$ cat src/rtl/dma_count_reg.sv
`default_nettype none
// ============================================================================
// Module   : dma_count_reg
// Purpose  : Counting register for the Am2940 DMA datapath. Holds a
//            programmable initial value next to a working counter that steps
//            up or down once per enabled cycle. The counter can be reloaded
//            from the initial value without a bus write. Terminal-count and
//            sticky wrap flags feed the DMA done logic.
// Ports    : clk     - system clock, rising edge
//            rst_n   - asynchronous active-low reset
//            di      - parallel load data (WIDTH)
//            plwr    - parallel load strobe (writes initial reg and counter)
//            reinit  - copy initial register into working counter
//            cnt_en  - count enable, one step per cycle
//            cnt_up  - direction, 1 = up, 0 = down
//            cnt_q   - working counter (registered)
//            init_q  - initial register (registered)
//            tc      - terminal count (combinational)
//            wrap    - sticky wrap flag (registered)
// Revision : 1.0 - initial release
// ============================================================================
module dma_count_reg #(
   parameter int          WIDTH     = 8,
   parameter int unsigned RESET_VAL = 0
) (
   input  logic             clk,
   input  logic             rst_n,
   input  logic [WIDTH-1:0] di,
   input  logic             plwr,
   input  logic             reinit,
   input  logic             cnt_en,
   input  logic             cnt_up,
   output logic [WIDTH-1:0] cnt_q,
   output logic [WIDTH-1:0] init_q,
   output logic             tc,
   output logic             wrap
);

   // Reset value truncated to the register width.
   localparam logic [WIDTH-1:0] c_reset_val = WIDTH'(RESET_VAL);
   localparam logic [WIDTH-1:0] c_one       = WIDTH'(1);

   logic [WIDTH-1:0] r_cnt;
   logic [WIDTH-1:0] r_init;
   logic             r_wrap;

   logic             w_all_ones;
   logic             w_zero;

   assign w_all_ones = &r_cnt;
   assign w_zero     = ~|r_cnt;

   // tc anticipates the wrap: the next enabled step in the current direction
   // would cross the all-ones/zero boundary. It ignores cnt_en on purpose.
   assign tc = cnt_up ? w_all_ones : w_zero;

   // Command priority: plwr > reinit > cnt_en > hold.
   always_ff @(posedge clk or negedge rst_n) begin
      if (!rst_n) begin
         r_cnt  <= c_reset_val;
         r_init <= c_reset_val;
         r_wrap <= 1'b0;
      end else if (plwr) begin
         r_cnt  <= di;
         r_init <= di;
         r_wrap <= 1'b0;
      end else if (reinit) begin
         r_cnt  <= r_init;
         r_wrap <= 1'b0;
      end else if (cnt_en) begin
         if (cnt_up) begin
            r_cnt <= r_cnt + c_one;
            if (w_all_ones) begin
               r_wrap <= 1'b1;
            end
         end else begin
            r_cnt <= r_cnt - c_one;
            if (w_zero) begin
               r_wrap <= 1'b1;
            end
         end
      end
   end

   assign cnt_q  = r_cnt;
   assign init_q = r_init;
   assign wrap   = r_wrap;

endmodule
`default_nettype wire

$ cat config.mk
export PLATFORM = sky130hd
export DESIGN_NAME = dma_count_reg
export DESIGN_NICKNAME = d
export VERILOG_FILES = /design/src/rtl/dma_count_reg.sv
export SDC_FILE = /design/constraint.sdc
export NUM_CORES = 1
export LEC_CHECK = 0
export CAP_MARGIN = 30
export CORE_UTILIZATION = 46
export DETAILED_ROUTE_END_ITERATION = 7
export PLACE_DENSITY = 0.84
export SETUP_SLACK_MARGIN = 0.1
export SLEW_MARGIN = 20
export SYNTH_ARGS = -nofsm -noshare
export SYNTH_HDL_FRONTEND = slang
export SYNTH_SLANG_ARGS = --single-unit
export TNS_END_PERCENT = 50
$ cat constraint.sdc
create_clock -name clk -period 2 [get_ports clk]
set_clock_uncertainty 0.15 [all_clocks]
set_input_delay 0.4 -clock clk [delete_from_list [all_inputs] [get_ports clk]]
set_output_delay 0.4 -clock clk [all_outputs]
set_load 0.005 [all_outputs]
* After elaboration in Yosys (flattened, before gate mapping) *
Cells that the tools add are included.

word-level totals
  flip-flop bits (word level) = 17

operators by class
  add/sub/neg operators = 2
  equal/unequal tests = 2
  mux-type cells = 11
  reductions and logical operators = 5

operators by type and width
  kind                                                                     number
  8-bit 2-to-1 mux                                                         4
  8-bit by 1-bit adder with 8-bit output, second input constant            1
  8-bit AND reduction                                                      1
  8-bit OR reduction                                                       1
  8-bit by 1-bit subtractor with 8-bit output, second input constant       1
  1-bit 2-to-1 mux                                                         7
  4-bit by 3-bit inequality test with 1-bit output, second input constant  1
  4-bit inequality test, second input constant                             1
  3-bit AND reduction                                                      1
  3-bit nonzero test                                                       1
  1-bit zero test                                                          1

* Logic depth before layout (Yosys ltp) *
Gate-level depths: netlist of run 1.

  word-level depth = 6
  depth in mapped cells = 7
  depth with buffers taken out = 7

* Worst setup path before layout of run 1 *
OpenSTA, ideal clock, no wires.

  path kind = input to register
  start point = in cnt_up
  end point = reg r_cnt[6] (netlist: cnt_q[6])
  library setup time = 125 ps
  arrival time = 1,648 ps
  path slack = 77 ps
  stages on the path = 7
  cell sequence = inv_1 fa_1 a21o_1 a211oi_1 o21bai_1 xnor2_1 a21oi_1

between the ends
  cells in the longest elaborated chain, start to end = 4

ends and longest elaborated chain
  what                  line  source
  from (decl)           32    input logic cnt_up,
  8-bit 2-to-1 mux      71    if (cnt_up) begin
  8-bit 2-to-1 mux      70    end else if (cnt_en) begin
  8-bit 2-to-1 mux      67    end else if (reinit) begin
  8-bit 2-to-1 mux      63    end else if (plwr) begin
  to (signal assigned)  64    r_cnt <= di;
  to (signal assigned)  68    r_cnt <= r_init;
  to (signal assigned)  72    r_cnt <= r_cnt + c_one;
  to (decl)             43    logic [WIDTH-1:0] r_cnt;

No other way between the ends. The select of a mux whose other input is x is not followed.
A chain may end at the register's enable or synchronous reset.

* Final worst setup path of run 1 *
  start point = reg r_cnt[2] (netlist: cnt_q[2])
  end point = out tc

between the ends
  cells in the longest elaborated chain, start to end = 3
  elaborated cells between the ends (all ways) = 4

ends and longest elaborated chain
  what                    line  source
  from (signal assigned)  60    r_cnt <= c_reset_val;
  from (signal assigned)  64
  from (signal assigned)  68
  8-bit OR reduction      51    assign w_zero = ~|r_cnt;
  1-bit zero test         51
  1-bit 2-to-1 mux (*)    55    assign tc = cnt_up ? w_all_ones : w_zero;
  to (decl)               35    output logic tc,

Mark *: on every way between the ends. The rest lies on a longest branch, timed or not.

==> impl_metrics.csv, run 1 <==
group,metric,value,unit
critical_path,critPathLaunch,"cnt_q[2]",
finish,drive_gt1_share,28.96,%
floorplan,io_pins,32,
yosys,synthTopCellsByCount,"17 x dfrtp_1, 16 x a21oi_1, 12 x o21ai_0",
yosys,post-synth-top-count-cell,"dfrtp_1",
global_route,grt_pass1_vias,1152,
placement,placed_area,0.001608,sq mm
yosys,syn_nets,147,
power_and_ir_drop,ir_drop,0.0004515,V
sta,rsz0062_at_grt,"yes",
floorplan,row_count,17,
yosys,synth.top_cell.area_share,39.04,%
finish,utilization,79.52,%
detailed_routing,via_count,1152,
floorplan,die_area,0.002568,sq mm
critical_path,path_cells,"nor4_2 -> nand3_1 -> o31ai_4 -> buf_2",
finish,final_design_area_no_fill,0.001759,sq mm
job,drv_cap,0,
critical_path,cp-end-kind,"primary output",
global_route,grt_pass1_wl,5237,um
finish,nFillCells,170,
critical_path,cp-start-kind,"flip-flop",
sta,drv_slew,0,
sta,setup_viol,1,
sta,tns,-14.81,ps
yosys,synth_top_cell_by_area,"dfrtp_1",
critical_path,r2r_start,"cnt_q[1]",
yosys,synth_seq_area_share,39.04,%
yosys,netlist_area,0.001090,sq mm
global_route,grt-ovfl-total,0,
clock_tree,ctsHoldBuffers,0,
detailed_routing,post_drt_wl_per_cell,15.71,um
detailed_routing,vias_per_cell,5.460,
power_and_ir_drop,power.total,1121,uW
detailed_routing,drc,0,
yosys,async_flop_share,100.0,%
critical_path,worst-r2r-cell-count,6,
yosys,synth.ff_latch_count,17,
sta,hold_ws,237.5,ps
clock_tree,cts_buffers,3,
floorplan,die_y,50.68,um
run_status,violations,"setup timing",
critical_path,crit_type,"flip-flop to primary output",
sta,layout_min_cycle_time,2015,ps
global_route,antenna_found_initial,0,
detailed_routing,ant_nets,0,
floorplan,start_util,49.26,%
finish,nets,205,
yosys,yosysWarnings,0,
clock_tree,clockBufferDepth,2,
critical_path,cp_max_fo,4,
critical_path,crit_buf_inv,1,
critical_path,cp_top_family,"flip-flops",
power_and_ir_drop,p_leak,0.0008101,uW
floorplan,die_w,50.68,um
critical_path,cp.depth,4,
sta,post-route-period-util,100.7,%
clock_tree,cts_num_sinks,17,
critical_path,slowest_stage,"dfrtp_2",
detailed_routing,drt-initial-drc-count,33,
power_and_ir_drop,power.density,637.3,mW/mm^2
clock_tree,clk_latency,310,ps
sta,worst_slack,-14.81,ps
critical_path,cp_slowest_stage_delay,450,ps
sta,worst_pin_slew,438.1,ps
sta,hold_viol,0,
critical_path,worstPathArrival,1460,ps
yosys,synth_cell_types,32,
finish,syn_to_final_growth,61.42,%
sta,slew_headroom,70.70,%
yosys,synth_edf_count,0,
yosys,synth_cells,126,
yosys,syn_area_per_cell,8.649,sq um
clock_tree,cts-htree-levels,1,
placement,portBuffers,31,
run_status,status,"complete, but fails checks",
clock_tree,cts-root-buf,"clkbuf_4",
placement,dp_hpwl,2462,um
worst_hold_path,min_path_type,"primary input to async pin",
sta,fmax,0.4963,GHz
detailed_routing,first_pass_iters,4,
critical_path,worst-endpoint-required,1450,ps
clock_tree,clk_pin_slew,100,ps
finish,n_antenna_cell,0,
placement,gp_congestion,0.9758,
clock_tree,tritoncts,"yes",
global_route,grtUsageTotal,28.40,%
yosys,yosys-top-cells-area,"dfrtp_1 39%, a21oi_1 7.3%, ha_1 6.9%",
yosys,ys.flop_type,"dfrtp_1",
floorplan,core,0.002212,sq mm
global_route,grt_max_degree,29,
detailed_routing,wirelength,3315,um
==> registers in the layout, summed over array words and instances, names as in the netlist <==
name	count
cnt_q	8
wrap	1
init_q	8
==> worst reg2reg max path: cells and delay by family (launching register included) <==
family          cells  cell delay [ps]
compound gates      3              510
buf+inv             1              140
fa+ha+maj           1              330
xor+xnor            1              220
flops               1              440
==> cells in the final DEF, fill, tap and decap left out, types with 5 or more instances in the layout <==
master,instances
a21oi_1,15
buf_4,24
clkdlybuf4s50_1,24
dfrtp_1,13
inv_1,7
nand2_1,10
nor2_1,8
nor3_1,5
o21ai_0,12
==> stage by stage <==
step / std cells / setup slack [ps]
6_report: 211 / -14.81
5_1_grt: 211 / -56.40
4_1_cts: 209 / 6.899
3_5_place_dp: 202 / -549.7
3_3_place_gp: 202 / -484.2
2_1_floorplan: 126 / 110.6
==> layer usage <==
layer	vias up	share of wire, %	GRT usage [%]
li1	563	-	-
met1	542	46	37.55
met2	40	49	48.44
met3	7	3.2	2.121
met4	0	1.7	10.19
met5	-	0	0
==> area by class of cell <==
cell class / count / area, sq um / share of cell area (%)
clock buffers: 4 / 26.28 / 1.494
inverters: 8 / 32.53 / 1.849
multi-input cells: 95 / 675.6 / 38.41
flip-flops and latches: 17 / 430.4 / 24.47
repair buffers: 59 / 559.3 / 31.79
well taps: 28 / 35.03 / 1.991
==> final timing paths <==
check | slack (ps) | endpoint
setup / recovery | -10 | tc
hold / removal | 240 | init_q[1]
setup reg to reg | 80 | cnt_q[4]
hold reg to reg | 400 | init_q[6]
max in group asynchronous | 970 | cnt_q[7]
min in group clk | 400 | init_q[6]
==> logic make-up after synthesis <==
logic type / Yosys count / synth area share (%)
multiplexers: 4 / 3.903
AND/OR/NAND/NOR: 36 / 15.27
XOR/XNOR: 6 / 4.822
buffers and inverters: 14 / 5.282
flip-flops: 17 / 39.04
adder cells (fa/ha/maj): 7 / 8.725
AO/OA/AOI/OAI: 42 / 22.96
==> power breakdown <==
part | internal, uW | switching (uW)
registers | 381 | 38.9
clock network | 78.1 | 122
logic | 279 | 221
==> what timing repair did <==
action / CTS / global route
resized for setup: 12 / 19
hold endpoints to repair: 0 / 0
endpoints found under the setup margin: 12 / 13
buffers inserted: 3 / 2
pin swaps: 8 / 9
No activity file was read; power rests on OpenSTA's default activity.
==> run 2, diff against run 1 <==
CORE_MARGIN = 8   (was unset)
GPL_ROUTABILITY_DRIVEN = 0   (was unset)
SKIP_LAST_GASP = 1   (was unset)
==> impl_metrics.csv, run 2 (synthesis gave the netlist of run 1 again) <==
group,metric,value,unit
global_route,grt_max_degree,29,
sta,setup_viol,0,
finish,final_cell_mix,"26 x clkdlybuf4s50_1, 23 x buf_4, 16 x a21oi_1, 16 x dfrtp_1, 12 x o21ai_0",
detailed_routing,vias_per_cell,5.541,
global_route,grt_pass1_vias,1154,
power_and_ir_drop,power.total,1067,uW
finish,drive_gt1_share,22.65,%
global_route,grt_pass1_wl,5257,um
critical_path,cp_max_fo,5,
finish,utilization,75.63,%
detailed_routing,wirelength,3240,um
critical_path,worst-endpoint-required,2020,ps
detailed_routing,top_layer_used,"met4",
sta,fmax,0.5170,GHz
global_route,grtUsageTotal,15.38,%
clock_tree,tritoncts,"yes",
finish,final_common_cell,"clkdlybuf4s50_1",
global_route,antenna_found_initial,0,
sta,worst_pin_slew,239.7,ps
floorplan,die_y,64.68,um
clock_tree,clk_latency,280,ps
detailed_routing,wl_met1,1428,um
detailed_routing,post_drt_wl_per_cell,15.50,um
placement,dp_hpwl,2439,um
floorplan,die_w,64.68,um
sta,slew_headroom,83.85,%
sta,hold_viol,0,
placement,portBuffers,31,
detailed_routing,wl_met3,251,um
clock_tree,cts_buffers,3,
finish,instances_no_fill,209,
sta,rsz0062_at_grt,"yes",
sta,drv_slew,0,
detailed_routing,drc,0,
power_and_ir_drop,p_leak,0.0007793,uW
critical_path,cp-start-kind,"flip-flop",
finish,nets,203,
floorplan,core,0.002233,sq mm
global_route,grt-ovfl-total,0,
detailed_routing,first_pass_iters,4,
finish,syn_to_final_growth,54.99,%
finish,n_antenna_cell,0,
job,drv_cap,0,
clock_tree,cts-htree-levels,1,
power_and_ir_drop,power.density,631.6,mW/mm^2
worst_hold_path,min_path_type,"primary input to async pin",
critical_path,cp-end-kind,"flip-flop",
run_status,status,"complete, no violations",
detailed_routing,drt-initial-drc-count,53,
placement,dpl.cell_count,203,
floorplan,row_count,17,
critical_path,worstPathArrival,1960,ps
power_and_ir_drop,ir_drop,0.0006015,V
clock_tree,clockBufferDepth,2,
sta,post-route-period-util,96.72,%
detailed_routing,via_count,1158,
clock_tree,cts-root-buf,"clkbuf_4",
clock_tree,clk_pin_slew,100,ps
sta,layout_min_cycle_time,1934,ps
floorplan,start_util,48.80,%
clock_tree,ctsHoldBuffers,0,
detailed_routing,route.met2.wl,1545,um
critical_path,crit_type,"flip-flop to flip-flop",
floorplan,die_area,0.004183,sq mm
detailed_routing,ant_nets,0,
floorplan,io_pins,32,
clock_tree,cts_num_sinks,17,
-- run 2: changes by cell type in the layout (fill, tap and decap cells not counted), sizes merged --
cell / change
clkdlybuf4s50: +2
dlymetal6s2s: -1
buf: -3
-- run 2: cell type report --
cell class                      count  area (sq um)
Inverter                            8         32.53
Tap cell                           28         35.03
Fill cell                         166         544.3
Timing Repair Buffer               57         529.3
Clock buffer                        4         26.28
Multi-Input combinational cell     95         639.4
Sequential cell                    17         426.7
-- run 2: timing repair --
item | 4_1_cts | 5_1_grt
buffers inserted | 2 | 0
hold endpoints to repair | 0 | 0
gates cloned | 0 | 0
resized for setup | 13 | 5
pin swaps | 1 | 3
setup endpoints to repair | 10 | 10
-- run 2: critical path, stage by stage, from the launching register on --
cell and delay [ps]:
dfrtp_1 430, buf_4 180, ha_4 230, a21oi_1 190, o21ai_0 130, a21oi_1 230
mux2i_1 210, nand3_1 80
-- run 2: final timing paths --
check,slack [ps],cells past startpoint,to,start
setup / recovery,70,7,cnt_q[7],cnt_q[4]
hold / removal,280,2,init_q[4],rst_n
setup reg to reg,70,7,cnt_q[7],cnt_q[4]
hold reg to reg,400,2,init_q[0],init_q[0]
max in group asynchronous,1220,2,cnt_q[0],rst_n
min in group clk,400,2,init_q[0],init_q[0]
-- run 2: per-stage QoR --
step / setup TNS [ps] / area (sq um) / hold WS, ps / setup WS, ps
floorplan: 0 / 1092 / -45.59 / 110.6
global route: -12.83 / 1689 / 298.3 / -12.83
detailed placement: -3757 / 1603 / 387.8 / -560.5
CTS: 0 / 1673 / 278.5 / 85.98
finish: 0 / 1689 / 278.5 / 65.66
global placement: -3275 / 1603 / 370.0 / -482.2
-- run 2: power breakdown --
part	total (uW)	switching [uW]	internal, uW	leakage, uW
clock network	183	105	77.4	0.0000150
registers	415	35.4	380	0.000204
logic	469	202	267	0.000560
-- run 2: routing by layer --
layer,GRT usage (%),up-vias
met1,19.23,548
met3,4.983,2
met2,25.59,50
met4,2.452,0
li1,-,558
met5,0,-
==> run 3, diff against run 2 <==
CORE_UTILIZATION = 30   (was 46)
PLACE_DENSITY = 0.61   (was 0.84)
==> impl_metrics.csv, run 3 (synthesis gave the netlist of run 1 again) <==
group,metric,value,unit
critical_path,cp_top_family,"flip-flops",
detailed_routing,wirelength,3275,um
detailed_routing,ant_nets,0,
sta,fmax,0.5078,GHz
power_and_ir_drop,power.total,1102,uW
clock_tree,cts_num_sinks,17,
sta,slew_headroom,84.01,%
critical_path,worstPathArrival,1420,ps
critical_path,cp-start-kind,"flip-flop",
clock_tree,clockBufferDepth,2,
detailed_routing,via_count,1123,
finish,nets,202,
placement,dp_hpwl,2402,um
global_route,antenna_found_initial,0,
floorplan,die_w,76.27,um
sta,setup_viol,0,
critical_path,cp-end-kind,"primary output",
detailed_routing,drc,0,
critical_path,cp_max_fo,3,
power_and_ir_drop,p_leak,0.0007608,uW
finish,final_cell_mix,"28 x clkdlybuf4s50_1, 22 x buf_4, 16 x dfrtp_1, 14 x a21oi_1, 12 x o21ai_0",
job,drv_cap,0,
floorplan,io_pins,32,
finish,n_antenna_cell,0,
sta,rsz0062_at_grt,"yes",
sta,hold_viol,0,
floorplan,core,0.003578,sq mm
critical_path,cp_slowest_stage_delay,450,ps
sta,worst_slack,30.90,ps
power_and_ir_drop,power.density,624.8,mW/mm^2
detailed_routing,first_pass_iters,4,
clock_tree,cts-root-buf,"clkbuf_4",
clock_tree,cts-htree-levels,1,
floorplan,start_util,30.45,%
sta,tns,0,ps
run_status,status,"complete, no violations",
global_route,grt-ovfl-total,0,
clock_tree,tritoncts,"yes",
critical_path,worst-endpoint-required,1450,ps
sta,layout_min_cycle_time,1969,ps
finish,syn_to_final_growth,61.88,%
placement,portBuffers,31,
finish,drive_gt1_share,28.33,%
placement,place_ws,-614.7,ps
global_route,grt_pass1_vias,1207,
critical_path,slowest_stage,"dfrtp_2",
finish,nFillCells,358,
detailed_routing,vias_per_cell,4.925,
detailed_routing,post_drt_wl_per_cell,14.36,um
sta,drv_slew,0,
floorplan,die_y,76.27,um
worst_hold_path,min_path_type,"primary input to async pin",
floorplan,die_area,0.005817,sq mm
clock_tree,clk_pin_slew,100,ps
critical_path,crit_buf_inv,1,
finish,final_common_cell,"clkdlybuf4s50_1",
global_route,grtUsageTotal,11.59,%
global_route,grt_max_degree,22,
critical_path,path_cells,"nor4_2 -> nand3_1 -> o31ai_4 -> buf_2",
clock_tree,clk_latency,290,ps
detailed_routing,drt-initial-drc-count,76,
clock_tree,cts_buffers,3,
sta,post-route-period-util,98.45,%
sta,worst_pin_slew,237.4,ps
critical_path,crit_type,"flip-flop to primary output",
power_and_ir_drop,ir_drop,0.0003585,V
floorplan,row_count,22,
global_route,grt_pass1_wl,5692,um
## run 3: cell types whose count changed in the layout (fill, tap and decap cells not counted), sizes merged
cell	before	now
clkdlybuf4s50	26	28
dlymetal6s2s	3	1
clkbuf	4	5
buf	27	26
clkdlybuf4s15	1	0
## run 3: metrics by stage
| step | util [%] | std cells | hold slack (ps) | instance area [sq um] |
|---|---|---|---|---|
| 6_report | 49.30 | 228 | 284.3 | 1764 |
| 5_1_grt | 49.30 | 228 | 327.7 | 1764 |
| 4_1_cts | 47.76 | 228 | 280.3 | 1709 |
| 3_5_place_dp | 44.72 | 221 | 376.5 | 1600 |
| 3_3_place_gp | 44.72 | 221 | 369.3 | 1600 |
| 2_1_floorplan | - | 126 | -45.59 | 1092 |
## run 3: final cells by class
cell class	count	area, sq um	area share, %
Clock buffer	4	26.28	1.489
Inverter	8	32.53	1.844
Multi-Input combinational cell	95	716.9	40.64
Sequential cell	17	426.7	24.18
Tap cell	48	60.06	3.404
Timing Repair Buffer	56	501.7	28.44
## run 3: report_power, final
| part | switching (uW) | internal [uW] |
|---|---|---|
| combinational | 222 | 287 |
| clock | 103 | 77.5 |
| sequential | 32.8 | 380 |
| total | 358 | 744 |
## run 3: layer usage
| layer | GRT usage, % | part of all wire (%) |
|---|---|---|
| met2 | 17.65 | 46 |
| met1 | 14.84 | 46 |
| met4 | 5.577 | 2.3 |
| met5 | 0 | 0 |
| met3 | 2.948 | 5.6 |
## run 3: final timing paths
| kind | to | slack [ps] | depth (start not counted) | startpoint |
|---|---|---|---|---|
| min in group clk | init_q[2] | 400 | 1 | init_q[2] |
| setup reg to reg | cnt_q[6] | 110 | 7 | cnt_q[1] |
| max in group asynchronous | cnt_q[2] | 1200 | 2 | rst_n |
| hold reg to reg | init_q[2] | 400 | 1 | init_q[2] |
| hold / removal | init_q[6] | 280 | 2 | rst_n |
| setup / recovery | tc | 30 | 4 | cnt_q[2] |
## run 3: what timing repair did
action / 4_1_cts / 5_1_grt
pin swaps: 9 / 8
resized for setup: 16 / 14
setup endpoints to repair: 13 / 13
hold buffers: 0 / 0
buffers inserted: 3 / 0
